===== config.mk =====
export PLATFORM = sky130hd
export DESIGN_NAME = nsc_ring_sequencer_flat
export DESIGN_NICKNAME = d
export VERILOG_FILES = /design/src/rtl/nsc_pkg.sv /design/src/rtl/nsc_ring_sequencer_if.sv /design/src/rtl/nsc_edge_detect.sv /design/src/rtl/nsc_ring_sequencer.sv /design/src/flat_wrapper.sv
export SDC_FILE = /design/constraint.sdc
export NUM_CORES = 1
export LEC_CHECK = 0
export CORE_UTILIZATION = 43
export CTS_BUF_LIST = sky130_fd_sc_hd__clkbuf_8
export CTS_CLUSTER_SIZE = 24
export DETAILED_ROUTE_END_ITERATION = 8
export PLACE_DENSITY = 0.83
export SYNTH_ARGS = -nofsm -noshare
export SYNTH_HDL_FRONTEND = slang
export SYNTH_SLANG_ARGS = --single-unit
export TNS_END_PERCENT = 100

===== constraint.sdc =====
create_clock -name clk -period 2.4 [get_ports clk]
set_clock_uncertainty 0.2 [all_clocks]
set_input_delay 0.48 -clock clk [delete_from_list [all_inputs] [get_ports clk]]
set_output_delay 0.48 -clock clk [all_outputs]
set_load 0.01 [all_outputs]

===== src/rtl/nsc_pkg.sv =====
// nsc_pkg: shared constants, index typedef and helpers for the NSC control unit
package nsc_pkg;
    localparam int NSC_T_STATES_DEF = 6;
    localparam int NSC_FETCH_STATES_DEF = 3;

    function automatic int nsc_clog2(input int n);
        int r = 0;
        while ((1 << r) < n) r++;
        return r;
    endfunction

    typedef logic [nsc_clog2(NSC_T_STATES_DEF)-1:0] nsc_tidx_t;
    typedef enum logic {RUN, HALT} nsc_run_e;
endpackage


===== src/rtl/nsc_ring_sequencer_if.sv =====
// nsc_ring_sequencer_if: decoder-facing control and timing signals of the ring sequencer
interface nsc_ring_sequencer_if import nsc_pkg::*; #(
    parameter int T_STATES = NSC_T_STATES_DEF,
    parameter int CNT_W = 16
);
    logic end_cycle;
    logic halt;
    logic step_mode;
    logic step;
    logic [T_STATES-1:0] t_state;
    logic [nsc_clog2(T_STATES)-1:0] t_index;
    logic fetch;
    logic cycle_done;
    logic halted;
    logic [CNT_W-1:0] instr_count;

    modport master (
        input end_cycle, halt, step_mode, step,
        output t_state, t_index, fetch, cycle_done, halted, instr_count
    );
    modport slave (
        output end_cycle, halt, step_mode, step,
        input t_state, t_index, fetch, cycle_done, halted, instr_count
    );
endinterface


===== src/rtl/nsc_edge_detect.sv =====
// nsc_edge_detect: rising-edge detector for front-panel style inputs
module nsc_edge_detect (
    input logic clk,
    input logic rst,
    input logic d_i,
    output logic rise_o
);
    logic d_q;

    always_ff @(posedge clk) begin
        if (rst) d_q <= 1'b0;
        else d_q <= d_i;
    end

    assign rise_o = d_i & ~d_q;
endmodule


===== src/rtl/nsc_ring_sequencer.sv =====
// nsc_ring_sequencer: one-hot T-state ring with early end, halt-at-boundary,
// single-step and a retired-instruction counter
module nsc_ring_sequencer import nsc_pkg::*; #(
    parameter int T_STATES = NSC_T_STATES_DEF,
    parameter int FETCH_STATES = NSC_FETCH_STATES_DEF,
    parameter int CNT_W = 16
) (
    input logic clk,
    input logic reset_ring,
    nsc_ring_sequencer_if.master bus
);
    localparam int IW = nsc_clog2(T_STATES);
    typedef logic [IW-1:0] idx_t;

    idx_t idx_q, idx_d;
    nsc_run_e state_q, state_d;
    logic halt_pend_q;
    logic cycle_done_q;
    logic [CNT_W-1:0] cnt_q;
    logic step_rise, adv, last, wrap;

    nsc_edge_detect u_step (
        .clk(clk),
        .rst(reset_ring),
        .d_i(bus.step),
        .rise_o(step_rise)
    );

    assign bus.fetch = idx_q < idx_t'(FETCH_STATES);
    assign bus.t_state = T_STATES'(1) << idx_q;

    // Indices past the last T-state count as last so the ring recovers to T0.
    always_comb begin
        adv = (state_q == RUN) && (!bus.step_mode || step_rise);
        last = (idx_q >= idx_t'(T_STATES-1)) || (bus.end_cycle && !bus.fetch);
        wrap = adv && last;
        idx_d = !adv ? idx_q : last ? '0 : idx_q + idx_t'(1);
        state_d = (wrap && (halt_pend_q || bus.halt)) ? HALT : state_q;
    end

    always_ff @(posedge clk) begin
        if (reset_ring) begin
            idx_q <= '0;
            state_q <= RUN;
            halt_pend_q <= 1'b0;
            cycle_done_q <= 1'b0;
            cnt_q <= '0;
        end else begin
            idx_q <= idx_d;
            state_q <= state_d;
            halt_pend_q <= halt_pend_q | bus.halt;
            cycle_done_q <= wrap;
            cnt_q <= cnt_q + CNT_W'(wrap);
        end
    end

    assign bus.t_index = idx_q;
    assign bus.cycle_done = cycle_done_q;
    assign bus.halted = (state_q == HALT);
    assign bus.instr_count = cnt_q;
endmodule

===== src/flat_wrapper.sv =====
// flat-port wrapper written by rule: the top's interface ports become plain ports
module nsc_ring_sequencer_flat import nsc_pkg::*;
#(
    parameter int T_STATES = NSC_T_STATES_DEF,
    parameter int FETCH_STATES = NSC_FETCH_STATES_DEF,
    parameter int CNT_W = 16
)
  (clk, reset_ring, bus_end_cycle, bus_halt, bus_step_mode, bus_step, bus_t_state, bus_t_index, bus_fetch, bus_cycle_done, bus_halted, bus_instr_count);
  nsc_ring_sequencer_if #(.T_STATES(T_STATES), .CNT_W(CNT_W)) bus_i ();
  input logic clk;
  input logic reset_ring;
  input wire logic [$bits(bus_i.end_cycle)-1:0] bus_end_cycle;
  input wire logic [$bits(bus_i.halt)-1:0] bus_halt;
  input wire logic [$bits(bus_i.step_mode)-1:0] bus_step_mode;
  input wire logic [$bits(bus_i.step)-1:0] bus_step;
  output wire logic [$bits(bus_i.t_state)-1:0] bus_t_state;
  output wire logic [$bits(bus_i.t_index)-1:0] bus_t_index;
  output wire logic [$bits(bus_i.fetch)-1:0] bus_fetch;
  output wire logic [$bits(bus_i.cycle_done)-1:0] bus_cycle_done;
  output wire logic [$bits(bus_i.halted)-1:0] bus_halted;
  output wire logic [$bits(bus_i.instr_count)-1:0] bus_instr_count;
  assign bus_i.end_cycle = bus_end_cycle;
  assign bus_i.halt = bus_halt;
  assign bus_i.step_mode = bus_step_mode;
  assign bus_i.step = bus_step;
  assign bus_t_state = bus_i.t_state;
  assign bus_t_index = bus_i.t_index;
  assign bus_fetch = bus_i.fetch;
  assign bus_cycle_done = bus_i.cycle_done;
  assign bus_halted = bus_i.halted;
  assign bus_instr_count = bus_i.instr_count;
  nsc_ring_sequencer #(.T_STATES(T_STATES), .FETCH_STATES(FETCH_STATES), .CNT_W(CNT_W)) u_core (.clk(clk), .reset_ring(reset_ring), .bus(bus_i));
endmodule

=== Word level (Yosys, flattened, before mapping) ===
Cells that the tools add are included.
Widths: inputs -> output; s select.

* Register bits after elaboration: 23
* Word-level logic and storage cells: 25

* $add $sub $neg: 2
* $lt $le $gt $ge: 2
* Shift operators: 1
* Mux-type cells: 1
* Bitwise logic cells: 4
* Reductions and logical operators: 9

{| class="wikitable"
|+ Operators by type and width
! kind !! count
|-
| $add 16x1->16 || 1
|-
| $shl 1x3->6 const A || 1
|-
| $logic_and 1x1->1 || 4
|-
| $add 3x1->3 const B || 1
|-
| $ge 3x3->1 const B || 1
|-
| $logic_or 1x1->1 || 3
|-
| $lt 3x2->1 const B || 1
|-
| $mux 3 || 1
|-
| $logic_not 1->1 || 2
|-
| $not 1->1 || 2
|-
| $and 1x1->1 || 1
|-
| $or 1x1->1 || 1
|}

=== Longest topological paths before layout ===
* Word-level depth: 6
* Gate-level depth with buffers: 12
* Depth with buffers taken out: 12

=== Cells and area by module ===
From an unflattened synthesis, not the netlist that was laid out.

* Cell total of the unflattened synthesis: 117
* Area total of the unflattened synthesis: 1,091.0 um^2

{| class="wikitable"
|+ By module, submodules not included
! module !! instances !! cells each !! area an instance (um^2) !! seq. area each (um^2)
|-
| nsc_ring_sequencer || 1 || 114 || 1,043.5 || 440.4
|-
| nsc_edge_detect || 1 || 3 || 47.5 || 20.0
|}

=== Worst setup path after synthesis ===
OpenSTA, ideal clock, no wires.

* Kind: register to register
* Start: register u_core.idx_q[1], in the netlist u_core.bus.t_index[1]
* End: register u_core.cnt_q[6], in the netlist u_core.bus.instr_count[6]
* Setup time: 0.128 ns
* Data arrival time: 2.232 ns
* Required time: 2.072 ns
* Setup slack: -0.160 ns
* Cell stages (with the launch flop): 13
* Buffers on the path: 0
* Period minus slack after synthesis: 2.560 ns
* Cells stage by stage: dfxtp_1 inv_1 ha_1 o31a_1 o21ai_0 nand2b_1 inv_1 ha_1 ha_1 and4_1 nand2_1 xor2_1 nor2_1

* Longest elaborated chain between the ends: 6
* Elaborated cells on any way between the ends: 7
* Classes of those cells: 1 x add/sub; 2 x order compare; 4 x reduce/logical

{| class="wikitable"
|+ RTL lines
! what !! RTL line !! source
|-
| start: declaration || nsc_ring_sequencer.sv:15 || <nowiki>idx_t idx_q, idx_d;</nowiki>
|-
| start signal: assignment || nsc_ring_sequencer.sv:49 || <nowiki>idx_q <= idx_d;</nowiki>
|-
| $lt 3x2->1 || nsc_ring_sequencer.sv:29 || <nowiki>assign bus.fetch = idx_q < idx_t'(FETCH_STATES);</nowiki>
|-
| $logic_not 1->1 || nsc_ring_sequencer.sv:35 || <nowiki>last = (idx_q >= idx_t'(T_STATES-1)) || (bus.end_cycle && !bus.fetch);</nowiki>
|-
| $logic_and 1x1->1 || nsc_ring_sequencer.sv:35 ||
|-
| $logic_or 1x1->1 * || nsc_ring_sequencer.sv:35 ||
|-
| $logic_and 1x1->1 * || nsc_ring_sequencer.sv:36 || <nowiki>wrap = adv && last;</nowiki>
|-
| via u_core.wrap || nsc_ring_sequencer.sv:20 || <nowiki>logic step_rise, adv, last, wrap;</nowiki>
|-
| $add 16x1->16 * || nsc_ring_sequencer.sv:53 || <nowiki>cnt_q <= cnt_q + CNT_W'(wrap);</nowiki>
|-
| end signal: assignment || nsc_ring_sequencer.sv:53 ||
|-
| end: declaration || nsc_ring_sequencer.sv:19 || <nowiki>logic [CNT_W-1:0] cnt_q;</nowiki>
|}

The timed path passes the listed nets; every way through them passes the cells marked *.
A chain may end at the register's enable or synchronous reset.

=== Worst setup path in the final report ===
* Start: input port bus_step_mode
* End: register u_core.cnt_q[8], in the netlist u_core.bus.instr_count[8]

* Longest elaborated chain between the ends: 5

{| class="wikitable"
|+ RTL lines
! what !! RTL line !! source
|-
| start: declaration || flat_wrapper.sv:14 || <nowiki>input wire logic [$bits(bus_i.step_mode)-1:0] bus_step_mode;</nowiki>
|-
| $logic_not 1->1 || nsc_ring_sequencer.sv:34 || <nowiki>adv = (state_q == RUN) && (!bus.step_mode || step_rise);</nowiki>
|-
| $logic_or 1x1->1 || nsc_ring_sequencer.sv:34 ||
|-
| $logic_and 1x1->1 || nsc_ring_sequencer.sv:34 ||
|-
| $logic_and 1x1->1 || nsc_ring_sequencer.sv:36 ||
|-
| via u_core.wrap || nsc_ring_sequencer.sv:20 ||
|-
| $add 16x1->16 || nsc_ring_sequencer.sv:53 ||
|}

The timed path passes the listed nets, and every way through them passes these cells.

==> impl_metrics.ini <==
[sta]
setup_violations = 0
fmax_mhz = 421
fin_crit_sh_pct = 99.1
worstMarginPinSlew_ns = 0.297
rsz0062_at_grt = yes
layout_setup_ws_ns = 0.0225
finalCriticalPeriod_ns = 2.38
slew_headroom_pct = 80.1
final-max-slew-violation-count = 0
hold_violations = 0

[die]
die_w_um = 52.8
fp.coreArea_um2 = 2450
ios = 34
initial_core_util_pct = 45.3
die-area_um2 = 2790
placementRows = 18
fp.dieH_um = 52.8

[placement]
dp_cells = 191
io_buffers = 33
place_congestion = 0.800
pre_cts_slack_ns = -0.497
hpwl_um = 1870

[logic_synthesis]
syn_inst = 123
synth_top_area_share_pct = 41.4
ys_seq_area_share_pct = 41.4
synthTopCellsByCount = 23 x dfxtp_1, 18 x nor2_1
synthesis.area_um2 = 1110
synth_most_common_cell = dfxtp_1
async_reset_ff_share_pct = 0
avgSynthCellArea_um2 = 9.03
synth-edff-count = 0
synthTopCellsByArea = dfxtp_1 41%, ha_1 7.9%, nor2_1 6.1%, xnor2_1 4.7%, nor2b_1 3.9%
synth_largest_area_cell = dfxtp_1
synth_cell_type_count = 28
yosys_register_bits = 23
synth_nets = 136
synth_flop_cell = dfxtp_1
yosysWarnings = 0

[global_routing]
grt_overflow = 0
grt_max_degree = 14
antenna_found_initial = 0
grt_pass1_vias = 1016
grtUsageTotal_pct = 23.5
grt_first_pass_wirelength_um = 4530

[finish]
num_antenna_cells = 0
fin_cells = 202
post-route-util_pct = 70.4
area_delta_synth_final_pct = 55.5
fin_nets = 186
drive_gt1_share_pct = 22.1

[worst_setup_path]
slowest_delay_ns = 0.44
cp_max_fo = 4
start_kind = primary input
cp.arrival_ns = 2.39
rr_endpoint = u_core.bus.instr_count[14]
rr_startpoint = u_core.bus.t_index[1]
crit_chain = clkdlybuf4s50_1, a21oi_2, nand2b_4, inv_4, ha_4, ha_4, nand4_1, buf_4, or3_4, a21oi_2
cp-end-kind = flop
cp_slowest_cell = clkdlybuf4s50_1
r2r_setup_slack_ns = 0.05
path_class = in2reg
cp.required_ns = 2.41
crit_start = bus_step_mode
cp_top_family = buffers and inverters
worst_r2r_path_depth = 13
cp.buffers_inverters = 3

[route]
drt_pass1_iterations = 4
drt_iter0_markers = 16
ant_nets = 0
drcViolationCount = 0
routed_wl_um = 2900
routedWlPerCell_um = 14.4
via_per_inst = 5.19
route.vias.total = 1049

[clocking]
cts_made_buffers = 3
clock_path_buffers = 2
cts_tree = done
cts_hold_buf = 0
htreeDepth = 1
insertion_delay_ns = 0.27
cts_root_buffer = clkbuf_8
clock-sinks = 23
path_clk_slew_ns = 0.08

[power_and_ir_drop]
clock_power_share_pct = 31.1
peakVddDrop_mv = 0.327
power_density_nw_per_um2 = 440
switching_power_mw = 0.185
power.internal_mw = 0.575
p_leak_nw = 0.713
seqPwrFrac_pct = 52.0
comb_power_share_pct = 16.8
p_sw_share_pct = 24.4

[run_status]
status = complete, no violations

[run]
maxCapViolations = 0

[worst_hold_path]
holdCritStartpoint = u_core.halt_pend_q
min_to = u_core.halt_pend_q
min_path_type = reg2reg
hold-path-cell-count = 2
==> power groups by stage <==
stage / clock network, mW / logic (mW) / registers (mW)
after global routing: 0.258 / 0.142 / 0.397
final: 0.237 / 0.128 / 0.396
after detailed placement: 0 / 0.118 / 0.403
after global placement: 0 / 0.114 / 0.403
after floorplan: 0 / 0.0453 / 0.411
after CTS: 0.233 / 0.124 / 0.395
==> area by class of cell <==
cell class              instances  area, µm²
clock buffers                   3       41.3
well taps                      30       37.5
repair buffers                 48        447
multi-input cells              90        707
flip-flops and latches         23        463
clock inverters                 1       3.75
inverters                       7       28.8
fillers                       190        727
==> per-layer routing <==
layer  vias to the layer above  GRT usage, %  part of all wire (%)
met2                        49          41.1                    52
met5                         -             0                     0
li1                        510             -                     -
met4                         0          17.5                   4.2
met3                        10          5.51                   6.5
met1                       480          24.0                    38
==> through the flow <==
step | area, µm² | setup TNS (ns) | hold slack (ns) | total power, mW
6_report | 1730 | 0 | 0.259 | 0.760
5_1_grt | 1730 | -0.176 | 0.292 | 0.797
4_1_cts | 1680 | 0 | 0.268 | 0.751
3_5_place_dp | 1530 | -4.34 | 0.250 | 0.521
3_3_place_gp | 1530 | -3.40 | 0.239 | 0.517
2_1_floorplan | 1110 | 0 | 0.222 | 0.457
==> flip-flops by register name, summed over array words and instances (netlist names) <==
register / cells
u_core.bus.halted: 1
u_core.halt_pend_q: 1
u_core.u_step.d_q: 1
u_core.bus.cycle_done: 1
u_core.bus.instr_count: 16
u_core.bus.t_index: 3
==> worst max path at each step <==
stage                                 end  slack, ns  depth (start not counted)
4_1_cts        u_core.bus.instr_count[14]       0.02                         13
2_1_floorplan   u_core.bus.instr_count[6]     0.0006                         12
5_1_grt        u_core.bus.instr_count[14]      -0.05                         13
6_report        u_core.bus.instr_count[8]       0.02                         10
3_3_place_gp   u_core.bus.instr_count[12]      -0.41                         11
3_5_place_dp   u_core.bus.instr_count[12]      -0.50                         11
==> placed cells by master (no fill, tap or decap), types with 2 or more instances in the layout <==
cell | Yosys | layout
a21o_1 | 2 | 2
a21oi_1 | 6 | 4
a21oi_2 | 0 | 2
and2_1 | 2 | 2
and4_1 | 2 | 2
buf_4 | 0 | 14
clkbuf_8 | 0 | 3
clkdlybuf4s50_1 | 0 | 30
dfxtp_1 | 23 | 21
dfxtp_2 | 0 | 2
dlygate4sd2_1 | 0 | 2
ha_1 | 7 | 4
ha_4 | 0 | 3
inv_1 | 7 | 6
nand2_1 | 6 | 6
nand2b_1 | 4 | 3
nand3_1 | 7 | 7
nand4_1 | 2 | 2
nor2_1 | 18 | 18
nor2b_1 | 7 | 7
nor4_4 | 1 | 2
o31ai_1 | 2 | 2
xnor2_1 | 6 | 6
xor2_1 | 5 | 5
==> cells by family (layout without fill, tap and decap cells) <==
| group | count (synthesis) | after routing | share of synthesized area (%) |
|---|---|---|---|
| XOR/XNOR | 11 | 11 | 8.67 |
| multiplexers | 1 | 1 | 1.35 |
| AO/OA/AOI/OAI | 14 | 14 | 7.88 |
| buffers and inverters | 10 | 59 | 3.38 |
| adder cells (fa/ha/maj) | 7 | 7 | 7.88 |
| AND/OR/NAND/NOR | 57 | 57 | 29.4 |
| flip-flops | 23 | 23 | 41.4 |
==> tightest hold or removal path: stages (launching register included) <==
cell and delay [ns]:
dfxtp_1 0.31, nor2_1 0.04, nor2_1 0.07
==> timing repair <==
| action | CTS | global route |
|---|---|---|
| endpoints found under the setup margin | 8 | 10 |
| resized for setup | 13 | 10 |
| pin swaps | 6 | 8 |
| setup buffers | 6 | 1 |
Power figures use the tool's default switching activity.
